### src/rtl/clk_div_prog.sv
// Runtime-programmable integer clock divider on the clk_10k domain.
// Optional macro CLK_DIV_PROG_SYNC_EN adds a sync_in port for phase alignment.
module clk_div_prog #(
    parameter int unsigned CNT_W   = 16,
    parameter int unsigned DEF_DIV = 2
) (
    input  logic             clk_10k,
    input  logic             rst_n,
    input  logic             en,
    input  logic [CNT_W-1:0] div_val,
    input  logic             div_load,
`ifdef CLK_DIV_PROG_SYNC_EN
    input  logic             sync_in,
`endif
    output logic             clk_out,
    output logic             tick,
    output logic             upd_pending,
    output logic             running
);

    localparam logic StIdle = 1'b0;
    localparam logic StRun  = 1'b1;

    localparam logic [CNT_W-1:0] DivInit = CNT_W'((DEF_DIV < 2) ? 2 : DEF_DIV);

    function automatic logic [CNT_W-1:0] clamp_div(input logic [CNT_W-1:0] v);
        return (v < CNT_W'(2)) ? CNT_W'(2) : v;
    endfunction

    // One bit wider so D=2^CNT_W-1 does not overflow when rounding up.
    function automatic logic [CNT_W:0] high_time(input logic [CNT_W-1:0] d);
        return ({1'b0, d} + (CNT_W+1)'(1)) >> 1;
    endfunction

    logic             state_q, state_d;
    logic [CNT_W-1:0] cnt_q, cnt_d;
    logic [CNT_W-1:0] div_cur_q, div_cur_d;
    logic [CNT_W-1:0] div_pend_q, div_pend_d;
    logic             upd_pending_q, upd_pending_d;
    logic             clk_out_q, clk_out_d;
    logic             tick_q, tick_d;

    logic [CNT_W-1:0] div_in;
    logic [CNT_W-1:0] div_next;
    logic [CNT_W-1:0] cnt_inc;
    logic             boundary;
    logic             sync_go;

`ifdef CLK_DIV_PROG_SYNC_EN
    // A concurrent disable wins over sync so the current period still completes.
    assign sync_go = sync_in & en;
`else
    assign sync_go = 1'b0;
`endif

    always_comb begin
        div_in   = clamp_div(div_val);
        cnt_inc  = cnt_q + CNT_W'(1);
        boundary = (cnt_q == div_cur_q - CNT_W'(1));
        // A load in the restart cycle bypasses the pending register.
        div_next = div_load ? div_in : (upd_pending_q ? div_pend_q : div_cur_q);

        state_d       = state_q;
        cnt_d         = cnt_q;
        div_cur_d     = div_cur_q;
        div_pend_d    = div_pend_q;
        upd_pending_d = upd_pending_q;
        clk_out_d     = clk_out_q;
        tick_d        = 1'b0;

        case (state_q)
            StIdle: begin
                cnt_d         = '0;
                clk_out_d     = 1'b0;
                upd_pending_d = 1'b0;
                if (div_load) begin
                    div_cur_d = div_in;
                end
                if (en) begin
                    state_d   = StRun;
                    clk_out_d = 1'b1;
                    tick_d    = 1'b1;
                end
            end
            default: begin
                if (boundary && !en) begin
                    // Pending divisor is committed on the way out so IDLE never holds one.
                    state_d       = StIdle;
                    cnt_d         = '0;
                    clk_out_d     = 1'b0;
                    div_cur_d     = div_next;
                    upd_pending_d = 1'b0;
                end else if (boundary || sync_go) begin
                    cnt_d         = '0;
                    clk_out_d     = 1'b1;
                    tick_d        = 1'b1;
                    div_cur_d     = div_next;
                    upd_pending_d = 1'b0;
                end else begin
                    cnt_d     = cnt_inc;
                    clk_out_d = ({1'b0, cnt_inc} < high_time(div_cur_q));
                    if (div_load) begin
                        div_pend_d    = div_in;
                        upd_pending_d = 1'b1;
                    end
                end
            end
        endcase
    end

    always_ff @(posedge clk_10k) begin
        if (!rst_n) begin
            state_q       <= StIdle;
            cnt_q         <= '0;
            div_cur_q     <= DivInit;
            div_pend_q    <= DivInit;
            upd_pending_q <= 1'b0;
            clk_out_q     <= 1'b0;
            tick_q        <= 1'b0;
        end else begin
            state_q       <= state_d;
            cnt_q         <= cnt_d;
            div_cur_q     <= div_cur_d;
            div_pend_q    <= div_pend_d;
            upd_pending_q <= upd_pending_d;
            clk_out_q     <= clk_out_d;
            tick_q        <= tick_d;
        end
    end

    assign clk_out     = clk_out_q;
    assign tick        = tick_q;
    assign upd_pending = upd_pending_q;
    assign running     = (state_q == StRun);

endmodule

### config.mk
export PLATFORM = sky130hd
export DESIGN_NAME = clk_div_prog
export DESIGN_NICKNAME = d
export VERILOG_FILES = /design/src/rtl/clk_div_prog.sv
export SDC_FILE = /design/constraint.sdc
export NUM_CORES = 1
export LEC_CHECK = 0
export CAP_MARGIN = 20
export CORE_MARGIN = 2
export CORE_UTILIZATION = 25
export CTS_CLUSTER_SIZE = 14
export DETAILED_ROUTE_END_ITERATION = 6
export SLEW_MARGIN = 20
export SYNTH_ARGS = -nofsm -noshare
export SYNTH_HDL_FRONTEND = slang
export SYNTH_SLANG_ARGS = --single-unit
### constraint.sdc
create_clock -name clk_10k -period 4.1 [get_ports clk_10k]
set_input_delay 1.025 -clock clk_10k [delete_from_list [all_inputs] [get_ports clk_10k]]
set_output_delay 1.025 -clock clk_10k [all_outputs]
set_load 0.02 [all_outputs]
==> summary.txt, run 1 <==
Run status
  • Status: finished, final reports clean

Synth
  • Post-Syn Area per Cell: 8.31 sq um
  • Synthesis Warnings: 0
  • Mapped Nets: 472
  • Post-synth EDFFs: 0
  • Number of library cell types mapped by synthesis: 56
  • Synth Cell Area: 3600 sq um
  • Cell taking the most area after synthesis: dfxtp_1
  • Register area share after synthesis: 28.9%
  • FF+latch count, synth: 52
  • Async set-reset flop share out of synthesis: 0%
  • Predominant post-synthesis flop cell: dfxtp_1
  • Synth area leaders: dfxtp_1, xnor2_1, nand2_1, ha_1, and3_1
  • Yosys top cell area share: 28.9%
  • Mapped Cells: 434

Routing
  • DRC viols: 0
  • Final wirelength: 8900 um
  • Vias per Instance: 5.26
  • Per-cell routed wire length: 14.5 um
  • Starting DRT DRC Count: 238
  • Routed Antenna Nets: 0
  • Vias: 3,232
  • DR pass1 iterations: 5

Clock tree
  • Cts repair resizes: 0
  • Root Driver: clkbuf_16
  • Hold buffer count at cts: 0
  • CTS max path bufs: 2
  • Clk sinks: 52
  • Worst skew pair latency: 0.30 ns
  • Clock slew at reported path FFs: 0.07 ns
  • CTS Buf Count: 5
  • TritonCTS clock tree: yes
  • Htree depth: 2
  • Post-CTS Setup Inserts: 0

Timing
  • Setup TNS: 0 ns
  • Worst Skew: 0.00503 ns
  • Worst-margin pin slew: 0.998 ns
  • Count of final setup violators: 0
  • Tmin final: 3.22 ns
  • Unrepaired setup endpoints after global routing: false
  • Final Hold Fails: 0
  • Slew margin rel.: 33.2%
  • Crit share post-route: 78.6%
  • Slack of the critical path: 0.877 ns
  • Max Transition Viols Final: 0
  • Max Freq: 310 MHz

Final layout
  • Design area: 4080 sq um
  • Fin nets: 472
  • Layout cells sized above 1: 6.91%
  • Synthesis-to-finish area growth: 13.2%
  • Antenna cell count: 0

Floorplan
  • Initial Util: 25.8%
  • Num ports: 24
  • Core box area: 14,000 sq um
  • Die X: 124 um
  • Die area: 15,400 sq um
  • Die Y-Extent: 124 um
  • # rows: 43

Global route
  • Initial antenna violation count: 0
  • Vias in the first global route: 3,239
  • First-pass GRT wire length: 15,500 um
  • Global Route Usage Sum: 12.5%
  • Largest net degree at the start of global routing: 61
  • GR Overflow Total: 0

Power and ir drop
  • Leak Pwr: 0.00161 uW
  • Worst VDD drop: 0.000174 V
  • Power Density: 332 nW/um^2

Critical path
  • Worst EP arrival: 3.45 ns
  • CP Capture Type: flop
  • Critical path launch point type: flop
  • Crit-path max FO: 10
  • Req. time, crit path: 4.32 ns
  • WS Path Type: flop to flop
  • R2R setup slack: 0.88 ns

Flow run
  • Max-Cap Viols: 0

Placement
  • I/O Buffers: 23
  • Placed Instance Area: 3900 sq um
  • Detailed placement HPWL: 6570 um
  • GP Congestion: 0.838
  • Placement Setup Slack: 0.809 ns

Worst hold path
  • Hold WC Path Type: flop to flop
-- metrics by stage --
step | hold slack (ns) | power (uW) | std cells | utilization [%]
floorplan | 0.438 | 761 | 434 | -
global placement | 0.445 | 819 | 607 | 27.9
detailed placement | 0.456 | 826 | 607 | 27.9
CTS | 0.465 | 1360 | 614 | 29.2
global route | 0.487 | 1420 | 614 | 29.2
finish | 0.462 | 1360 | 614 | 29.2
-- routing by layer --
layer	track usage (%)	routed length (um)	up-vias
li1	-	-	1579
met4	3.23	91	0
met5	0	0	-
met1	16.7	4100	1561
met2	21.0	4320	84
met3	1.92	394	8
-- cell usage in the layout (no fill, tap or decap), drive strengths merged, types with 8 or more instances in the layout --
master | Yosys | final
nand2 | 62 | 62
dfxtp | 52 | 52
xnor2 | 29 | 29
and3 | 27 | 27
nand3 | 25 | 25
o21ai | 22 | 22
clkdlybuf4s50 | 0 | 22
a211oi | 20 | 20
nor2 | 19 | 19
ha | 18 | 18
mux2i | 15 | 15
o22ai | 14 | 14
xor2 | 12 | 12
nor3 | 12 | 12
nor4 | 9 | 9
nand4 | 8 | 8
-- synthesized netlist by cell type (5+ instances only) --
library cell and instances:
a211oi_1 12, inv_1 7, buf_2 5, nor4_1 8, a21oi_1 7, a21o_1 5, o22ai_1 14, ha_1 18
xnor2_1 29, nor3_1 10, nand3_1 24, xor2_1 12, nor2_1 19, nand2_1 62, dfxtp_1 52, nand4_1 8
mux2i_1 15, and3_1 27, a211oi_2 8, clkbuf_1 19, o21ai_0 22
-- report_power, final --
part / switching, uW / internal (uW)
clock network: 192 / 347
logic: 129 / 110
registers: 47.7 / 529
-- worst max-delay path, cell delays in order (launching register included) --
cell,delay [ns]
dfxtp_1,0.65
and4_1,0.28
and2_1,0.16
nand4_1,0.16
nor2_1,0.26
nand3_1,0.13
xor2_1,0.17
ha_1,0.30
a21o_1,0.18
a21o_1,0.17
a21oi_1,0.16
o21ai_0,0.11
a21oi_1,0.20
nand4_1,0.12
o21ai_0,0.10
-- layout make-up --
class                      instances  area, sq um
multi-input combinational        341         2360
clock buffer                       5          125
inverter                           9         33.8
timing repair buffer              25          240
tap                              180          225
sequential                        52         1040
clock inverter                     2         60.1
fill                            1493         9910
-- registers in the layout (all words and copies together), names as in the netlist --
name         flops
clk_out          1
running          1
div_pend_q      16
tick             1
upd_pending      1
cnt_q           16
div_cur_q       16
-- kinds of logic after synthesis --
kind of cell | after synthesis | synth area share, %
fa+ha+maj | 18 | 6.25
compound gates | 90 | 19.4
xor+xnor | 41 | 9.96
simple gates | 177 | 25.6
mux | 15 | 4.17
buf+inv | 41 | 5.76
flops | 52 | 28.9
-- final timing paths --
| kind | start | end | cells past startpoint |
|---|---|---|---|
| max | div_cur_q[4] | clk_out | 14 |
| min | div_pend_q[11] | div_pend_q[11] | 2 |
| max reg2reg | div_cur_q[4] | clk_out | 14 |
| min reg2reg | div_pend_q[11] | div_pend_q[11] | 2 |
Power figures use the tool's default switching activity.
==> run 2, diff against run 1 <==
Clock period 4.1 ns to 2.7 ns, I/O delays scaled along.
==> summary.txt, run 2 (synthesis results as in run 1) <==
Clock tree
  • Htree depth: 2
  • CTS max path bufs: 2
  • TritonCTS clock tree: yes
  • Clock slew at reported path FFs: 0.07 ns
  • Worst skew pair latency: 0.30 ns
  • CTS Buf Count: 5
  • Root Driver: clkbuf_16
  • Clk sinks: 52

Timing
  • Tmin final: 2.62 ns
  • Worst-margin pin slew: 0.500 ns
  • Slew margin rel.: 66.6%
  • Final Hold Fails: 0
  • Slack of the critical path: 0.0752 ns
  • Count of final setup violators: 0
  • Crit share post-route: 97.2%
  • Max Transition Viols Final: 0
  • Worst Skew: 0.00738 ns
  • Max Freq: 381 MHz

Routing
  • Vias: 3,336
  • DRC viols: 0
  • Routed Antenna Nets: 0
  • Vias per Instance: 5.02
  • DR pass1 iterations: 5
  • Per-cell routed wire length: 14.8 um
  • Starting DRT DRC Count: 104
  • Final wirelength: 9810 um

Floorplan
  • Core box area: 14,000 sq um
  • Num ports: 24
  • Die X: 124 um
  • Initial Util: 25.8%
  • Die area: 15,400 sq um
  • # rows: 43
  • Die Y-Extent: 124 um

Final layout
  • Layout cells sized above 1: 21.1%
  • Fin nets: 521
  • Most frequent cells in the layout: nand2_1, buf_4, dfxtp_1, xnor2_1, and3_1
  • Design area: 4580 sq um
  • Largest registers: cnt_q (16), div_cur_q (16), div_pend_q (16)
  • Commonest non-fill, non-tap cell in the layout: nand2_1
  • Antenna cell count: 0
  • Synthesis-to-finish area growth: 27.0%

Run status
  • Status: finished, final reports clean

Critical path
  • Worst-path cell chain: buf_6, nor4_4, nand4_1, nor4_2, o32ai_2, a2111o_4, nand3_4, buf_12, mux2i_1
  • CP Buf/Inv Count: 2
  • FF-to-FF End: div_pend_q[5]
  • CP Capture Type: flop
  • Top delay family on crit path: simple AND/OR/NAND/NOR gates
  • Critical path launch point type: flop
  • Worst EP arrival: 2.85 ns
  • Crit path largest cell delay: 0.49 ns
  • Req. time, crit path: 2.92 ns
  • R2R depth: 9
  • Reg-to-Reg Start: div_cur_q[5]
  • Crit-path max FO: 8
  • R2R setup slack: 0.08 ns
  • WS Path Type: flop to flop
  • CP max-delay cell: a2111o_4

Worst hold path
  • Hold Crit Depth: 2
  • Hold WC Path Type: flop to flop
  • Worst min-delay path startpoint: div_pend_q[10]
  • Hold Path Sink: div_pend_q[10]

Power and ir drop
  • Leak Pwr: 0.00188 uW
  • Power Density: 458 nW/um^2
  • Total power: 2100 uW
  • Worst VDD drop: 0.000238 V

Global route
  • Global Route Usage Sum: 13.1%
  • Initial antenna violation count: 0
  • GR Overflow Total: 0
  • Largest net degree at the start of global routing: 50
  • Vias in the first global route: 3,209
  • First-pass GRT wire length: 16,000 um

Placement
  • I/O Buffers: 23
  • Placement Setup Slack: -0.121 ns
  • Detailed placement HPWL: 7370 um
  • GP Congestion: 0.887
  • Placed Instance Area: 4230 sq um

Flow run
  • Max-Cap Viols: 0
-- run 2: cell count changes in the layout (fill, tap and decap cells not counted), moves of 3 or more --
cell / previous run / this run
buf_12: 0 / 4
buf_4: 2 / 45
dfxtp_1: 52 / 44
dfxtp_2: 0 / 8
nor2_1: 19 / 16
nor2_2: 0 / 3
nor4_1: 8 / 5
nor4_2: 0 / 3
-- run 2: per-stage QoR --
stage	instances	hold WS, ns	utilization (%)	setup TNS [ns]
4_1_cts	658	0.464	31.9	0
5_1_grt	664	0.481	32.7	-0.120
3_3_place_gp	648	0.445	30.2	-2.46
6_report	664	0.461	32.7	0
2_1_floorplan	434	0.438	-	0
3_5_place_dp	648	0.454	30.2	-1.81
-- run 2: per-layer routing --
layer | GRT usage, % | routed length (um)
met1 | 17.2 | 4570
met3 | 2.34 | 298
met4 | 1.90 | 61
met5 | 0 | 0
met2 | 22.9 | 4870
-- run 2: how the worst max path moves through the flow --
stage	startpoint	endpoint	slack (ns)	cells after the start
global route	div_cur_q[4]	div_pend_q[2]	-0.03	9
CTS	div_cur_q[1]	div_pend_q[2]	0.001	10
finish	div_cur_q[5]	div_pend_q[5]	0.08	9
floorplan	cnt_q[2]	clk_out	0.09	13
detailed placement	div_cur_q[1]	div_pend_q[2]	-0.12	8
global placement	div_cur_q[1]	div_pend_q[14]	-0.11	8
-- run 2: tightest hold or removal path, cell delays in order, from the launching register on --
cell	delay, ns
dfxtp_1	0.31
nand2_1	0.05
mux2i_1	0.05
-- run 2: report_power, final --
part           total [uW]  switching, uW  internal (uW)
logic                 488            256            232
registers             849           43.3            805
clock network         762            319            443
total                2100            618           1480
-- run 2: what timing repair did --
action / CTS / global route
pin swaps: 1 / 18
gates resized for setup: 5 / 23
setup buffers: 2 / 6
endpoints found under the setup margin: 44 / 52
hold buffers: 0 / 0
-- run 2: area by class of cell --
cell class / instances / area, sq um
repair buffers: 74 / 666
clock buffers: 6 / 129
well taps: 180 / 225
fillers: 1489 / 9410
flip-flops and latches: 52 / 1050
inverters: 9 / 33.8
clock inverters: 2 / 38.8
multi-input cells: 341 / 2430
==> run 3, diff against run 2 <==
Settings changed: CORE_UTILIZATION 25 to 35, TNS_END_PERCENT set to 1.
==> summary.txt, run 3 (synthesis results as in run 1) <==
Run status
  • Status: finished, final reports clean

Routing
  • Starting DRT DRC Count: 186
  • Wire length on met2: 4410 um
  • Vias per Instance: 5.41
  • DRC viols: 0
  • Top layer in use: met4
  • DR pass1 iterations: 5
  • M1 WL: 4340 um
  • Per-cell routed wire length: 14.9 um
  • Final wirelength: 9370 um
  • Metal3 WL: 430 um
  • Vias: 3,410
  • Routed Antenna Nets: 0

Final layout
  • Most frequent cells in the layout: nand2_1, buf_4, dfxtp_1, xnor2_1, and3_1
  • Filler cells: 978
  • Commonest non-fill, non-tap cell in the layout: nand2_1
  • Layout cells sized above 1: 22.7%
  • Antenna cell count: 0
  • Synthesis-to-finish area growth: 24.7%
  • Fin nets: 531
  • Largest registers: cnt_q (16), div_cur_q (16), div_pend_q (16)
  • Layout Cells excl Fill: 630

Timing
  • Final Hold Fails: 0
  • Crit share post-route: 98.3%
  • Worst Skew: 0.00361 ns
  • Count of final setup violators: 0
  • Max Transition Viols Final: 0
  • Unrepaired setup endpoints after global routing: true
  • Slew margin rel.: 67.3%
  • Setup TNS: 0 ns
  • Max Freq: 377 MHz
  • Tmin final: 2.65 ns
  • Worst-margin pin slew: 0.487 ns

Clock tree
  • TritonCTS clock tree: yes
  • Worst skew pair latency: 0.31 ns
  • Clock slew at reported path FFs: 0.10 ns
  • CTS Buf Count: 5
  • Htree depth: 2
  • CTS max path bufs: 2
  • Clk sinks: 52
  • Root Driver: clkbuf_8

Power and ir drop
  • Worst VDD drop: 0.000346 V
  • Power Density: 404 nW/um^2
  • Total power: 1820 uW
  • Leak Pwr: 0.00190 uW

Global route
  • Global Route Usage Sum: 17.2%
  • Vias in the first global route: 3,310
  • Largest net degree at the start of global routing: 31
  • First-pass GRT wire length: 15,900 um
  • Initial antenna violation count: 0
  • GR Overflow Total: 0

Worst hold path
  • Hold Crit Depth: 2
  • Hold WC Path Type: flop to flop
  • Hold Path Sink: div_pend_q[2]
  • Worst min-delay path startpoint: div_pend_q[2]

Flow run
  • Max-Cap Viols: 0

Critical path
  • Worst-path cell chain: inv_1, ha_1, o21ba_2, a221oi_2, o32a_2, o2111ai_2, a2111o_4, buf_4, o211ai_1, nand3_1
  • Critical path launch point type: flop
  • FF-to-FF End: div_cur_q[1]
  • CP Buf/Inv Count: 2
  • Worst EP arrival: 2.85 ns
  • Crit-path max FO: 14
  • Reg-to-Reg Start: div_cur_q[1]
  • Top delay family on crit path: compound AO/OA/AOI/OAI gates
  • Crit path largest cell delay: 0.55 ns
  • R2R depth: 10
  • CP max-delay cell: a2111o_4
  • WS Path Type: flop to flop
  • Req. time, crit path: 2.90 ns
  • CP Capture Type: flop
  • R2R setup slack: 0.05 ns

Floorplan
  • Num ports: 24
  • Die X: 105 um
  • # rows: 37
  • Die Y-Extent: 105 um
  • Initial Util: 35.6%
  • Die area: 11,100 sq um
  • Core box area: 10,100 sq um

Placement
  • Detailed placement HPWL: 7320 um
  • GP Congestion: 0.879
  • Placed insts: 617
  • I/O Buffers: 23
-- run 3: worst register-to-register path: stages (launching register included) --
cell	delay, ns
dfxtp_4	0.39
inv_1	0.06
ha_1	0.23
o21ba_2	0.24
a221oi_2	0.31
o32a_2	0.20
o2111ai_2	0.17
a2111o_4	0.55
buf_4	0.21
o211ai_1	0.10
nand3_1	0.09
-- run 3: final cells by class --
cell class | instances | area [sq um] | share of cell area, %
Sequential cell | 52 | 1060 | 23.6
Multi-Input combinational cell | 341 | 2420 | 53.8
Inverter | 9 | 33.8 | 0.752
Timing Repair Buffer | 84 | 721 | 16.0
Clock buffer | 5 | 68.8 | 1.53
Clock inverter | 3 | 22.5 | 0.501
Tap cell | 136 | 170 | 3.79
-- run 3: worst max-delay path by stage --
stage | startpoint | to | slack, ns | cells past startpoint
5_1_grt | div_cur_q[0] | div_pend_q[3] | -0.08 | 10
3_5_place_dp | div_cur_q[1] | div_pend_q[12] | -0.18 | 9
3_3_place_gp | div_cur_q[1] | div_pend_q[2] | -0.08 | 9
6_report | div_cur_q[1] | div_cur_q[1] | 0.05 | 10
2_1_floorplan | cnt_q[2] | clk_out | 0.09 | 13
4_1_cts | div_cur_q[3] | clk_out | 0.006 | 14
-- run 3: routing by layer --
| metal | GRT usage [%] | vias up |
|---|---|---|
| li1 | - | 1694 |
| met1 | 22.8 | 1617 |
| met2 | 29.5 | 87 |
| met3 | 2.47 | 12 |
| met4 | 3.90 | 0 |
| met5 | 0 | - |
-- run 3: what timing repair did --
action                     in CTS  in global routing
pin swaps                       1                 14
setup buffers                   2                  3
setup endpoints to repair      50                 51
hold buffers                    0                  0
cloned                          0                  0
resized for setup               8                 19
-- run 3: where the power goes --
| part | internal (uW) | switching [uW] | leakage (uW) | total, uW |
|---|---|---|---|---|
| logic | 239 | 258 | 0.00142 | 497 |
| registers | 805 | 36.7 | 0.000428 | 842 |
| clock network | 187 | 290 | 0.0000485 | 477 |
-- run 3: per-stage QoR --
stage | setup WS [ns] | utilization (%) | hold WS [ns] | area (sq um)
CTS | 0.00594 | 43.5 | 0.470 | 4410
global route | -0.0776 | 44.3 | 0.493 | 4490
finish | 0.0464 | 44.3 | 0.466 | 4490
global placement | -0.0793 | 42.0 | 0.444 | 4260
detailed placement | -0.181 | 42.0 | 0.455 | 4260
floorplan | 0.0896 | - | 0.438 | 3600
